### src/rtl/mem_pkg.sv
// Shared types for the memories library: read-during-write modes and the
// states of the post-reset init sequencer.
package mem_pkg;

  // What the output register shows when a write hits the port.
  typedef enum logic [1:0] {
    RW_READ_FIRST,
    RW_WRITE_FIRST,
    RW_NO_CHANGE
  } rw_mode_t;

  // INIT clears the array after reset; RUN accepts traffic.
  typedef enum logic {
    INIT,
    RUN
  } init_state_t;

  // Even-parity bit of one byte (1 when the byte holds an odd number of ones).
  function automatic logic byte_par(input logic [7:0] b);
    return ^b;
  endfunction

endpackage

### src/rtl/sync_single_port_ram_if.sv
// Request/response bundle of the single-port RAM.
// Optional feature macro: SPRAM_PARITY_EN adds perr_inj and perr.
interface sync_single_port_ram_if #(
  parameter int WIDTH = 32,
  parameter int DEPTH = 64
);
  localparam int ADDR_BUS = $clog2(DEPTH);
  localparam int NB       = WIDTH / 8;

  logic                en;
  logic                we;
  logic [NB-1:0]       be;
  logic [ADDR_BUS-1:0] addr;
  logic [WIDTH-1:0]    din;
  logic [WIDTH-1:0]    dout;
  logic                rvalid;
  logic                ready;
`ifdef SPRAM_PARITY_EN
  logic                perr_inj;
  logic [NB-1:0]       perr;

  modport master (output en, we, be, addr, din, perr_inj,
                  input  dout, rvalid, ready, perr);
  modport slave  (input  en, we, be, addr, din, perr_inj,
                  output dout, rvalid, ready, perr);
`else
  modport master (output en, we, be, addr, din,
                  input  dout, rvalid, ready);
  modport slave  (input  en, we, be, addr, din,
                  output dout, rvalid, ready);
`endif

endinterface

### src/rtl/spram_init_seq.sv
// Post-reset init sequencer: walks every address once writing the init word,
// then raises ready and stays in RUN until the next reset.
module spram_init_seq
  import mem_pkg::*;
#(
  parameter int DEPTH    = 64,
  parameter int ADDR_BUS = $clog2(DEPTH)
) (
  input  logic                clk,
  input  logic                rst,
  output logic                init_we,
  output logic [ADDR_BUS-1:0] init_addr,
  output logic                ready
);

  localparam logic [ADDR_BUS-1:0] LAST_ADDR = ADDR_BUS'(DEPTH - 1);

  init_state_t         state_reg, state_next;
  logic [ADDR_BUS-1:0] cnt_reg, cnt_next;

  // State and counter registers; reset restarts a full init.
  always_ff @(posedge clk or negedge rst) begin
    if (!rst) begin
      state_reg <= INIT;
      cnt_reg   <= '0;
    end else begin
      state_reg <= state_next;
      cnt_reg   <= cnt_next;
    end
  end

  // Next state: one init write per cycle, leave INIT after the last address.
  always_comb begin
    state_next = state_reg;
    cnt_next   = cnt_reg;
    init_we    = 1'b0;
    ready      = 1'b0;
    case (state_reg)
      INIT: begin
        init_we = 1'b1;
        if (cnt_reg == LAST_ADDR) begin
          state_next = RUN;
          cnt_next   = '0;
        end else begin
          cnt_next = cnt_reg + ADDR_BUS'(1);
        end
      end
      RUN: ready = 1'b1;
      default: state_next = INIT;
    endcase
  end

  assign init_addr = cnt_reg;

endmodule

### src/rtl/sync_single_port_ram.sv
// Synchronous single-port RAM with byte enables, selectable read-during-write
// behaviour, registered output and hardware clear after reset.
// Optional feature macro: SPRAM_PARITY_EN stores one even-parity bit per byte.
module sync_single_port_ram
  import mem_pkg::*;
#(
  parameter int               WIDTH    = 32,  // multiple of 8
  parameter int               DEPTH    = 64,  // >= 2, any value
  parameter rw_mode_t         RW_MODE  = RW_READ_FIRST,
  parameter logic [WIDTH-1:0] INIT_VAL = '0
) (
  input logic                   clk,
  input logic                   rst,
  sync_single_port_ram_if.slave bus
);

  localparam int ADDR_BUS = $clog2(DEPTH);
  localparam int NB       = WIDTH / 8;
  // Depth widened by one bit so addresses past the end compare correctly.
  localparam logic [ADDR_BUS:0] DEPTH_W = (ADDR_BUS + 1)'(DEPTH);

  logic                init_we;
  logic [ADDR_BUS-1:0] init_addr;
  logic                ready;

  spram_init_seq #(
    .DEPTH    (DEPTH),
    .ADDR_BUS (ADDR_BUS)
  ) u_init_seq (
    .clk       (clk),
    .rst       (rst),
    .init_we   (init_we),
    .init_addr (init_addr),
    .ready     (ready)
  );

  logic [WIDTH-1:0] mem [DEPTH];

  logic             acc;
  logic             addr_ok;
  logic             wr_hit;
  logic [WIDTH-1:0] old_word;
  logic [WIDTH-1:0] rd_word;
  logic [WIDTH-1:0] merged_word;
  logic [WIDTH-1:0] dout_reg, dout_next;
  logic             rvalid_reg, rvalid_next;

  assign acc      = ready & bus.en;
  assign addr_ok  = {1'b0, bus.addr} < DEPTH_W;
  assign wr_hit   = acc & bus.we & addr_ok;
  assign old_word = mem[bus.addr];
  // Out-of-range addresses read as zero.
  assign rd_word  = addr_ok ? old_word : '0;

  // Word as it will look after the write: new bytes where enabled.
  genvar gi;
  generate
    for (gi = 0; gi < NB; gi++) begin : g_lane
      assign merged_word[gi*8 +: 8] = bus.be[gi] ? bus.din[gi*8 +: 8] : old_word[gi*8 +: 8];
    end
  endgenerate

`ifdef SPRAM_PARITY_EN
  logic [NB-1:0] par_mem [DEPTH];
  logic [NB-1:0] old_par, init_par, merged_par, rd_perr, wf_perr;
  logic [NB-1:0] perr_reg, perr_next;

  assign old_par = par_mem[bus.addr];

  // Per-lane parity: stored bit, bit after this write, and mismatch flags.
  generate
    for (gi = 0; gi < NB; gi++) begin : g_par
      assign init_par[gi]   = byte_par(INIT_VAL[gi*8 +: 8]);
      assign merged_par[gi] = bus.be[gi] ? (byte_par(bus.din[gi*8 +: 8]) ^ bus.perr_inj)
                                         : old_par[gi];
      assign rd_perr[gi]    = byte_par(old_word[gi*8 +: 8]) ^ old_par[gi];
      // A freshly written lane mismatches exactly when parity was injected.
      assign wf_perr[gi]    = bus.be[gi] ? bus.perr_inj : rd_perr[gi];
    end
  endgenerate
`endif

  // Array write port: init sequencer has the port until ready, then requests.
  always_ff @(posedge clk) begin
    if (init_we) begin
      mem[init_addr] <= INIT_VAL;
`ifdef SPRAM_PARITY_EN
      par_mem[init_addr] <= init_par;
`endif
    end else if (wr_hit) begin
      for (int k = 0; k < NB; k++) begin
        if (bus.be[k]) mem[bus.addr][k*8 +: 8] <= bus.din[k*8 +: 8];
      end
`ifdef SPRAM_PARITY_EN
      par_mem[bus.addr] <= merged_par;
`endif
    end
  end

  // Output selection: reads return the stored word, writes follow RW_MODE.
  always_comb begin
    dout_next   = dout_reg;
    rvalid_next = 1'b0;
`ifdef SPRAM_PARITY_EN
    perr_next   = '0;
`endif
    if (acc) begin
      if (!bus.we) begin
        dout_next   = rd_word;
        rvalid_next = 1'b1;
`ifdef SPRAM_PARITY_EN
        perr_next   = addr_ok ? rd_perr : '0;
`endif
      end else begin
        case (RW_MODE)
          RW_READ_FIRST: begin
            dout_next   = rd_word;
            rvalid_next = 1'b1;
`ifdef SPRAM_PARITY_EN
            perr_next   = addr_ok ? rd_perr : '0;
`endif
          end
          RW_WRITE_FIRST: begin
            dout_next   = addr_ok ? merged_word : '0;
            rvalid_next = 1'b1;
`ifdef SPRAM_PARITY_EN
            perr_next   = addr_ok ? wf_perr : '0;
`endif
          end
          default: ;  // no-change: output holds, no valid pulse
        endcase
      end
    end
  end

  // Registered output stage.
  always_ff @(posedge clk or negedge rst) begin
    if (!rst) begin
      dout_reg   <= '0;
      rvalid_reg <= 1'b0;
`ifdef SPRAM_PARITY_EN
      perr_reg   <= '0;
`endif
    end else begin
      dout_reg   <= dout_next;
      rvalid_reg <= rvalid_next;
`ifdef SPRAM_PARITY_EN
      perr_reg   <= perr_next;
`endif
    end
  end

  assign bus.dout   = dout_reg;
  assign bus.rvalid = rvalid_reg;
  assign bus.ready  = ready;
`ifdef SPRAM_PARITY_EN
  assign bus.perr   = perr_reg;
`endif

endmodule

### src/flat_wrapper.sv
// flat-port wrapper written by rule: the top's interface ports become plain ports
module sync_single_port_ram_flat import mem_pkg::*;
#(
  parameter int               WIDTH    = 32,                  
  parameter int               DEPTH    = 64,                    
  parameter rw_mode_t         RW_MODE  = RW_READ_FIRST,
  parameter logic [WIDTH-1:0] INIT_VAL = '0
)
  (clk, rst, bus_en, bus_we, bus_be, bus_addr, bus_din, bus_dout, bus_rvalid, bus_ready);
  sync_single_port_ram_if #(.WIDTH(WIDTH), .DEPTH(DEPTH)) bus_i ();
  input logic clk;
  input logic rst;
  input wire logic [$bits(bus_i.en)-1:0] bus_en;
  input wire logic [$bits(bus_i.we)-1:0] bus_we;
  input wire logic [$bits(bus_i.be)-1:0] bus_be;
  input wire logic [$bits(bus_i.addr)-1:0] bus_addr;
  input wire logic [$bits(bus_i.din)-1:0] bus_din;
  output wire logic [$bits(bus_i.dout)-1:0] bus_dout;
  output wire logic [$bits(bus_i.rvalid)-1:0] bus_rvalid;
  output wire logic [$bits(bus_i.ready)-1:0] bus_ready;
  assign bus_i.en = bus_en;
  assign bus_i.we = bus_we;
  assign bus_i.be = bus_be;
  assign bus_i.addr = bus_addr;
  assign bus_i.din = bus_din;
  assign bus_dout = bus_i.dout;
  assign bus_rvalid = bus_i.rvalid;
  assign bus_ready = bus_i.ready;
  sync_single_port_ram #(.WIDTH(WIDTH), .DEPTH(DEPTH), .RW_MODE(RW_MODE), .INIT_VAL(INIT_VAL)) u_core (.clk(clk), .rst(rst), .bus(bus_i));
endmodule
### config.mk
export PLATFORM = sky130hd
export DESIGN_NAME = sync_single_port_ram_flat
export DESIGN_NICKNAME = d
export VERILOG_FILES = /design/src/rtl/mem_pkg.sv /design/src/rtl/sync_single_port_ram_if.sv /design/src/rtl/spram_init_seq.sv /design/src/rtl/sync_single_port_ram.sv /design/src/flat_wrapper.sv
export SDC_FILE = /design/constraint.sdc
export NUM_CORES = 2
export LEC_CHECK = 0
export BUFFER_PORTS_ARGS = -buffer_cell sky130_fd_sc_hd__buf_2
export CAP_MARGIN = 20
export CORE_MARGIN = 5
export CORE_UTILIZATION = 55
export CTS_CLUSTER_SIZE = 25
export DETAILED_ROUTE_END_ITERATION = 7
export GPL_TIMING_DRIVEN = 0
export PLACE_DENSITY = 0.69
export SYNTH_ARGS = -nofsm -noshare
export SYNTH_HDL_FRONTEND = slang
export SYNTH_SLANG_ARGS = --single-unit
### constraint.sdc
create_clock -name clk -period 3.8 [get_ports clk]
set_input_delay 0 -clock clk [delete_from_list [all_inputs] [get_ports clk]]
set_output_delay 0 -clock clk [all_outputs]
set_load 0.01 [all_outputs]
; Yosys cells after proc, flatten, opt, wreduce, memory -nomap -nowiden
; Memories as Yosys holds them, arrays and structs flattened. A register that Yosys moved wholly into a read port is not among the register bits.
; Cells that the tools add are included.
[classes]
addsub = 1
n_eq_ne = 1
n_mux = 25
n_bitwise = 2
reduce_logical = 2
[op_table]
columns = cell, n
row1 = $mux W32, 1
row2 = $reduce_or A32 Y1, 1
row3 = $mux W1, 21
row4 = $mux W6, 2
row5 = $add A6 B1 Y6 const B, 1
row6 = $eq A6 B6 Y1 const B, 1
row7 = $mux W4, 1
row8 = $and A1 B1 Y1, 2
row9 = $logic_not A1 Y1, 1
[totals]
reg_bits = 8
ram_bits = 2048
inputBits = 46
out_inout_bits = 34
elab_cells = 35
n_memories = 1
[memory_table]
columns = name, depth, width, read_ports, rd_clocked_by_memory_dff, wr, line
row1 = u_core.mem, 64, 32, 1, 1, 1, sync_single_port_ram.sv:37  ; logic [WIDTH-1:0] mem [DEPTH];

; Longest topological paths before layout
[logic_depth]
word_depth = 8
ltp_mapped = 10
mapped_depth_nobuf = 6

; Cells and area by module
; A second synthesis with hierarchy kept.
[unflattened]
hier_cells = 4336
area_unflattened_um2 = 82407.8
[modules_own_cells]
columns = mod, instances, cells_per_inst, area_per_inst_um2, seq_area_each_um2
row1 = sync_single_port_ram, 1, 4309, 82090.0, 62324.8
row2 = spram_init_seq, 1, 27, 317.8, 175.2

; Worst setup path before layout
; Ideal clock, no wire load.
[synth_path]
kind = reg-to-reg
from = register u_core.u_init_seq.state_reg
to = memory u_core.mem[0][10] (data pin)
setup_ns = 0.367
arrival_ns = 2.400
required_time_ns = 3.433
path_slack_ns = 1.032
path_stages_with_launch = 8
path_buffers = 3
synth_period_minus_slack_ns = 2.768
path_cell_list = dfrtp_1 > nand2_1 > inv_1 > and3_1 > buf_2 > buf_2 > clkbuf_1 > and2_1
[synth_via]
elab_chain_len = 8
word_cells_on_any_way = 17
classes_between = mux (14) / bitwise (2) / reduce/logical (1)
[synth_rtl]
columns = item, line
row1 = start: declaration, spram_init_seq.sv:18  ; init_state_t state_reg, state_next;
row2 = start signal: assignment, spram_init_seq.sv:27  ; state_reg <= state_next;
row3 = $mux W1 *, spram_init_seq.sv:38  ; case (state_reg)
row4 = $and A1 B1 Y1 *, sync_single_port_ram.sv:48  ; assign acc = ready & bus.en;
row5 = named net u_core.acc, sync_single_port_ram.sv:39  ; logic acc;
row6 = $and A1 B1 Y1 *, sync_single_port_ram.sv:50  ; assign wr_hit = acc & bus.we & addr_ok;
row7 = $mux W1, sync_single_port_ram.sv:90  ; end else if (wr_hit) begin
row8 = $mux W1, sync_single_port_ram.sv:85  ; if (init_we) begin
row9 = $mux W1 (not written as such), sync_single_port_ram.sv:92  ; if (bus.be[k]) mem[bus.addr][k*8 +: 8] <= bus.din[k*8 +: 8];
row10 = $reduce_or A32 Y1 (no line) *, --
row11 = $mux W32 (no line) *, --
row12 = end: declaration, sync_single_port_ram.sv:37
; Mark *: on every way through the listed nets, which the timed path passes. The rest lies on a longest branch.

; Worst setup path after layout
[layout_path]
from = register u_core.u_init_seq.state_reg
to = memory u_core.mem[60][1], enable pin
[layout_via]
elab_chain_len = 8
word_cells_on_any_way = 19
classes_between = mux (16) / bitwise (2) / reduce/logical (1)
[layout_rtl]
columns = item, line
row1 = $mux W1 *, spram_init_seq.sv:38
row2 = $and A1 B1 Y1 *, sync_single_port_ram.sv:48
row3 = named net u_core.acc, sync_single_port_ram.sv:39
row4 = $and A1 B1 Y1 *, sync_single_port_ram.sv:50
row5 = $mux W1, sync_single_port_ram.sv:90
row6 = $mux W1, sync_single_port_ram.sv:85
row7 = $mux W1 (not written as such), sync_single_port_ram.sv:92
row8 = $reduce_or A32 Y1 (no line), --
row9 = $mux W6 (no line) / $mux W4 (equally long branches), --
; Marks and branches as above.

==> qor_table.md <==
| Stage | Item | This run |
|---|---|---|
| floorplanning | Die ar. | 154000 sq um |
| layout | Net count of the finished layout | 4358 |
| layout | Fraction of final layout cells with drive strength greater than 1 | 0.276 |
| worst setup path | Data required, critical path | 4240 ps |
| detailed routing | Length of routed met3 wiring | 19000 microns |
| timing | Shortest period the worst path allows | 4100 ps |
| detailed routing | Routed length per placed instance | 30.8 microns |
| worst setup path | Startpoint class of the critical path | register |
| worst setup path | Slowest stage cell on the critical path | sky130_fd_sc_hd__nand2_1 |
| floorplanning | Vertical die dimension | 393 microns |
| clock network | Number of levels the H-tree was split into | 4 |
| logic synthesis | Number of distinct library cells after synthesis | 39 |
| detailed routing | Wire length on met1 | 76200 microns |
| power | P_sw | 9.04 mW |
| clock network | Clk Latency, worst-skew pair | 820 ps |
| worst setup path | Destination of the worst register-to-register timing path | u_core.mem[60][1]$_DFFE_PP_ |
| floorplanning | Floorplan core area | 146000 sq um |
| layout | Max FFs per register | 2048 |
| worst setup path | Crit-path max FO | 10 |
| global route | Global route total overflow | 0 |
| worst setup path | Worst setup path endpoint | u_core.mem[60][1]$_DFFE_PP_ |
| floorplanning | Standard-cell rows | 140 |
| detailed routing | Average via count per standard cell | 6.34 |
| logic synthesis | Primary FF master, synth | sky130_fd_sc_hd__edfxtp_1 |
| detailed routing | Iteration count of the initial detailed-routing pass | 5 |
| timing | Skew final | 25.9 ps |
| power | IR drop worst, VDD | 0.450 mV |
| detailed routing | Top Metal Used | met5 |
| logic synthesis | Synth warn | 0 |
| place | DP Worst Slack | -1270 ps |
| timing | Final number of max-transition violations | 0 |
| timing | Tightest slew margin relative to the limit | 0.242 |
| timing | Final-report hold violation count | 0 |
| logic synthesis | Synthesized area | 80600 sq um |
| logic synthesis | Synthesized area per cell | 20.4 sq um |
| timing | Max Fclk | 244 MHz |
| worst setup path | Critical path buffer and inverter count | 2 |
| layout | Area taken by flip-flops and latches | 62500 sq um |
| power | Sequential share of power | 0.546 |
| global route | Global-route wire length before repair | 282000 microns |
| worst setup path | Worst setup path startpoint | u_core.u_init_seq.state_reg$_DFF_PN0_ |
| worst setup path | Type of element capturing the critical path | register |
| detailed routing | Via count | 40506 |
| worst setup path | Arrival @ worst endpoint | 4540 ps |
| hold path | Min-Delay Path Class | in2reg |
| layout | Area overhead of the layout relative to synthesis | 14.8% |
| clock network | CTS Buffer Depth | 3 |
| clock network | Register clock-pin slew on the reported worst setup and hold paths | 60 ps |
| detailed routing | DRC violation count after routing | 0 |
| floorplanning | Number of top-level pins | 80 |
| worst setup path | Critical Path Stages | 7 |
| worst setup path | Worst reg2reg path depth | 7 |
| power | Leakage power summed over all cells | 24.3 nW |
| worst setup path | Reg2reg setup slack | -300 ps |
| worst setup path | Source of the worst register-to-register timing path | u_core.u_init_seq.state_reg$_DFF_PN0_ |
| worst setup path | Cells along the critical path | nand2_1 > inv_1 > and3_1 > buf_2 > mux2i_1 > nand2_1 > nor2_2 |
| layout | Area of combinational cells with multiple inputs | 18700 sq um |
| timing | Post-route clock period utilization | 1.08 |
| power | Fraction of power consumed by combinational cells | 0.025 |
| logic synthesis | Number of enable-type register cells in the synthesized netlist | 2048 |
| detailed routing | Drt total wl | 197000 microns |
| detailed routing | Iter 0 DRT Violations | 4666 |
| timing | Transition time at the pin with the least slew margin | 1140 ps |
| worst setup path | Setup CP Type | reg2reg |
| clock network | TritonCTS clock tree | yes |
| logic synthesis | Synth async-reset ratio | 0.0192 |
| power | Clk pwr share | 0.429 |
| global route | Total global routing track utilization | 0.257 |
| worst setup path | CP dominant cell by count | sky130_fd_sc_hd__nand2_1 |
| timing | Sum of negative setup slack | -43940 ps |
| floorplanning | Die Wd | 393 microns |
| timing | Setup repair after global routing missed its margin | yes |
| worst setup path | Cell family with the largest share of critical-path delay | simple AND/OR/NAND/NOR gates |
| detailed routing | Number of nets with antenna violations after detailed routing | 0 |
| floorplanning | Initial Utilization | 0.553 |
| timing | Number of setup violations in the final report | 281 |
| global route | Antenna violations before repair | 10 |
| timing | Post-route setup slack | -297 ps |
| outcome | Violations in the final reports | negative setup slack |
| place | Routability cong. | 0.876 |
| power | Power density of the placed cells | 492 nW/um^2 |
| place | Area after detailed placement | 84100 sq um |
| layout | Final cell utilization of the core | 0.635 |
| outcome | Outcome | finished with violations |
| global route | Maximum number of pins on one net before global-route repair | 60 |
| clock network | Root buf cell | sky130_fd_sc_hd__clkbuf_16 |
| global route | Via count of the first global-routing pass | 40656 |
| logic synthesis | Instance count of the mapped netlist | 3959 |
| power | Internal power of the cells | 36.5 mW |
| logic synthesis | Sequential share of the synthesized area | 0.775 |
| place | HPWL Detailed | 138000 microns |
| place | Buffers on Ports | 77 |
| power | Switching portion of total power | 0.198 |
| logic synthesis | Flip-flop and latch count after synthesis | 2088 |
| clock network | Number of sinks handled by clock tree synthesis | 2088 |
| run | Total of max-cap violations | 0 |
| clock network | Number of clock buffers inserted by TritonCTS | 201 |
| worst setup path | Worst stage delay on the critical path | 810 ps |
| layout | Layout fillers | 9722 |
| layout | Final non-filler cell area | 92600 sq um |
| logic synthesis | Syn nets | 4006 |
| detailed routing | Routed length on met2 | 95500 microns |
| timing | Final worst hold slack | 169 ps |
[kinds of logic (layout without fill, tap and decap cells)]
| family | after synthesis | after routing | share of synthesized area |
|---|---|---|---|
| compound gates | 326 | 326 | 0.0288 |
| xor+xnor | 2 | 2 | 0.000217 |
| fa+ha+maj | 1 | 1 | 0.000155 |
| buf+inv | 239 | 755 | 0.0135 |
| flops | 2088 | 2088 | 0.775 |
| mux | 718 | 718 | 0.150 |
| other cells | 0 | 1 | 0 |
| simple gates | 585 | 585 | 0.0323 |
[worst reg2reg max path, stage by stage, from the launching register on]
cell	delay (ps)
sky130_fd_sc_hd__dfrtp_1	410
sky130_fd_sc_hd__nand2_1	310
sky130_fd_sc_hd__inv_1	320
sky130_fd_sc_hd__and3_1	190
sky130_fd_sc_hd__buf_2	290
sky130_fd_sc_hd__mux2i_1	690
sky130_fd_sc_hd__nand2_1	810
sky130_fd_sc_hd__nor2_2	700
[synthesized netlist by cell type (2+ instances only)]
| cell | instances | area, sq um |
|---|---|---|
| sky130_fd_sc_hd__and2_1 | 33 | 206 |
| sky130_fd_sc_hd__a221o_1 | 32 | 320 |
| sky130_fd_sc_hd__nand3b_1 | 3 | 22.5 |
| sky130_fd_sc_hd__mux2_2 | 68 | 766 |
| sky130_fd_sc_hd__clkbuf_1 | 111 | 417 |
| sky130_fd_sc_hd__a21oi_1 | 33 | 165 |
| sky130_fd_sc_hd__xnor2_1 | 2 | 17.5 |
| sky130_fd_sc_hd__nor3_1 | 2 | 10.0 |
| sky130_fd_sc_hd__edfxtp_1 | 2048 | 61500 |
| sky130_fd_sc_hd__mux4_2 | 385 | 8670 |
| sky130_fd_sc_hd__a22oi_1 | 158 | 1190 |
| sky130_fd_sc_hd__buf_1 | 30 | 113 |
| sky130_fd_sc_hd__nor2_1 | 298 | 1120 |
| sky130_fd_sc_hd__and3_1 | 3 | 18.8 |
| sky130_fd_sc_hd__o22ai_1 | 95 | 594 |
| sky130_fd_sc_hd__dfrtp_1 | 40 | 1000 |
| sky130_fd_sc_hd__mux2i_1 | 265 | 2650 |
| sky130_fd_sc_hd__nor2b_1 | 3 | 18.8 |
| sky130_fd_sc_hd__or2_2 | 3 | 18.8 |
| sky130_fd_sc_hd__nand2_1 | 91 | 342 |
| sky130_fd_sc_hd__buf_2 | 79 | 395 |
| sky130_fd_sc_hd__buf_4 | 10 | 75.1 |
| sky130_fd_sc_hd__o31ai_1 | 2 | 15.0 |
| sky130_fd_sc_hd__or3_1 | 32 | 200 |
| sky130_fd_sc_hd__nand3_1 | 71 | 355 |
| sky130_fd_sc_hd__nand4_1 | 32 | 200 |
| sky130_fd_sc_hd__buf_6 | 7 | 78.8 |
| sky130_fd_sc_hd__nand2b_1 | 10 | 62.6 |
| sky130_fd_sc_hd__o21ai_0 | 3 | 15.0 |
[layout make-up]
| cell class | count | area share |
|---|---|---|
| Tap cell | 1917 | 0.0259 |
| Clock inverter | 104 | 0.00988 |
| Antenna cell | 1 | 0.0000270 |
| Buffer | 237 | 0.0118 |
| Clock buffer | 263 | 0.0596 |
| Timing Repair Buffer | 149 | 0.0160 |
| Sequential cell | 2088 | 0.675 |
| Multi-Input combinational cell | 1632 | 0.202 |
| Inverter | 2 | 0.0000811 |
[power groups by stage]
| stage | Sequential, mW | Clock, mW | Combinational [mW] |
|---|---|---|---|
| after floorplan | 25.4 | 0 | 0.674 |
| after global placement | 25.4 | 0 | 1.10 |
| final | 24.9 | 19.5 | 1.15 |
| after CTS | 24.9 | 19.8 | 1.15 |
| after detailed placement | 25.4 | 0 | 1.11 |
| after global routing | 24.9 | 20.8 | 1.20 |
[metal layers]
| layer | up-vias | GRT usage |
|---|---|---|
| li1 | 17047 | - |
| met1 | 21147 | 0.356 |
| met3 | 310 | 0.0616 |
| met5 | - | 0 |
| met4 | 10 | 0.0799 |
| met2 | 1992 | 0.411 |
[placed cells by master (no fill, tap or decap), types with 33 or more instances in the layout]
master and instances:
sky130_fd_sc_hd__a21oi_1 33, sky130_fd_sc_hd__a22oi_1 158, sky130_fd_sc_hd__buf_2 156, sky130_fd_sc_hd__clkbuf_1 151, sky130_fd_sc_hd__clkbuf_16 210, sky130_fd_sc_hd__clkinv_1 52, sky130_fd_sc_hd__dfrtp_1 40, sky130_fd_sc_hd__dlygate4sd3_1 37
sky130_fd_sc_hd__edfxtp_1 2048, sky130_fd_sc_hd__mux2_2 68, sky130_fd_sc_hd__mux2i_1 259, sky130_fd_sc_hd__mux4_2 385, sky130_fd_sc_hd__nand2_1 67, sky130_fd_sc_hd__nand3_1 71, sky130_fd_sc_hd__nor2_1 68, sky130_fd_sc_hd__nor2_2 73
sky130_fd_sc_hd__nor2_4 157, sky130_fd_sc_hd__o22ai_1 95
[worst min path at each step]
stage | from | endpoint | slack (ps) | depth (start not counted)
3_3_place_gp | rst | u_core.bus.dout[28]$_DFFE_PN0N_ | 240 | 1
3_5_place_dp | rst | u_core.bus.dout[26]$_DFFE_PN0N_ | 240 | 1
5_1_grt | bus_din[21] | u_core.mem[17][21]$_DFFE_PP_ | 180 | 3
4_1_cts | bus_din[20] | u_core.mem[39][20]$_DFFE_PP_ | 120 | 3
6_report | bus_din[21] | u_core.mem[19][21]$_DFFE_PP_ | 170 | 3
2_1_floorplan | rst | u_core.bus.dout[0]$_DFFE_PN0N_ | -300 | 0
[metrics by stage]
step                      total power [mW]  cells
after global placement                26.5   5953
final                                 45.6   6393
after detailed placement              26.5   5985
after CTS                             45.8   6390
after global routing                  46.8   6392
after floorplan                       26.0   3959
[timing repair]
item / 4_1_cts / 5_1_grt
gates cloned: 0 / 0
pin swaps: 0 / 2
hold buffers: 38 / 0
endpoints found under the hold margin: 1562 / 0
resized for setup: 245 / 226
setup buffers: 0 / 1
setup endpoints to repair: 1837 / 2381
Note: power is estimated with default switching activity, not from simulation.
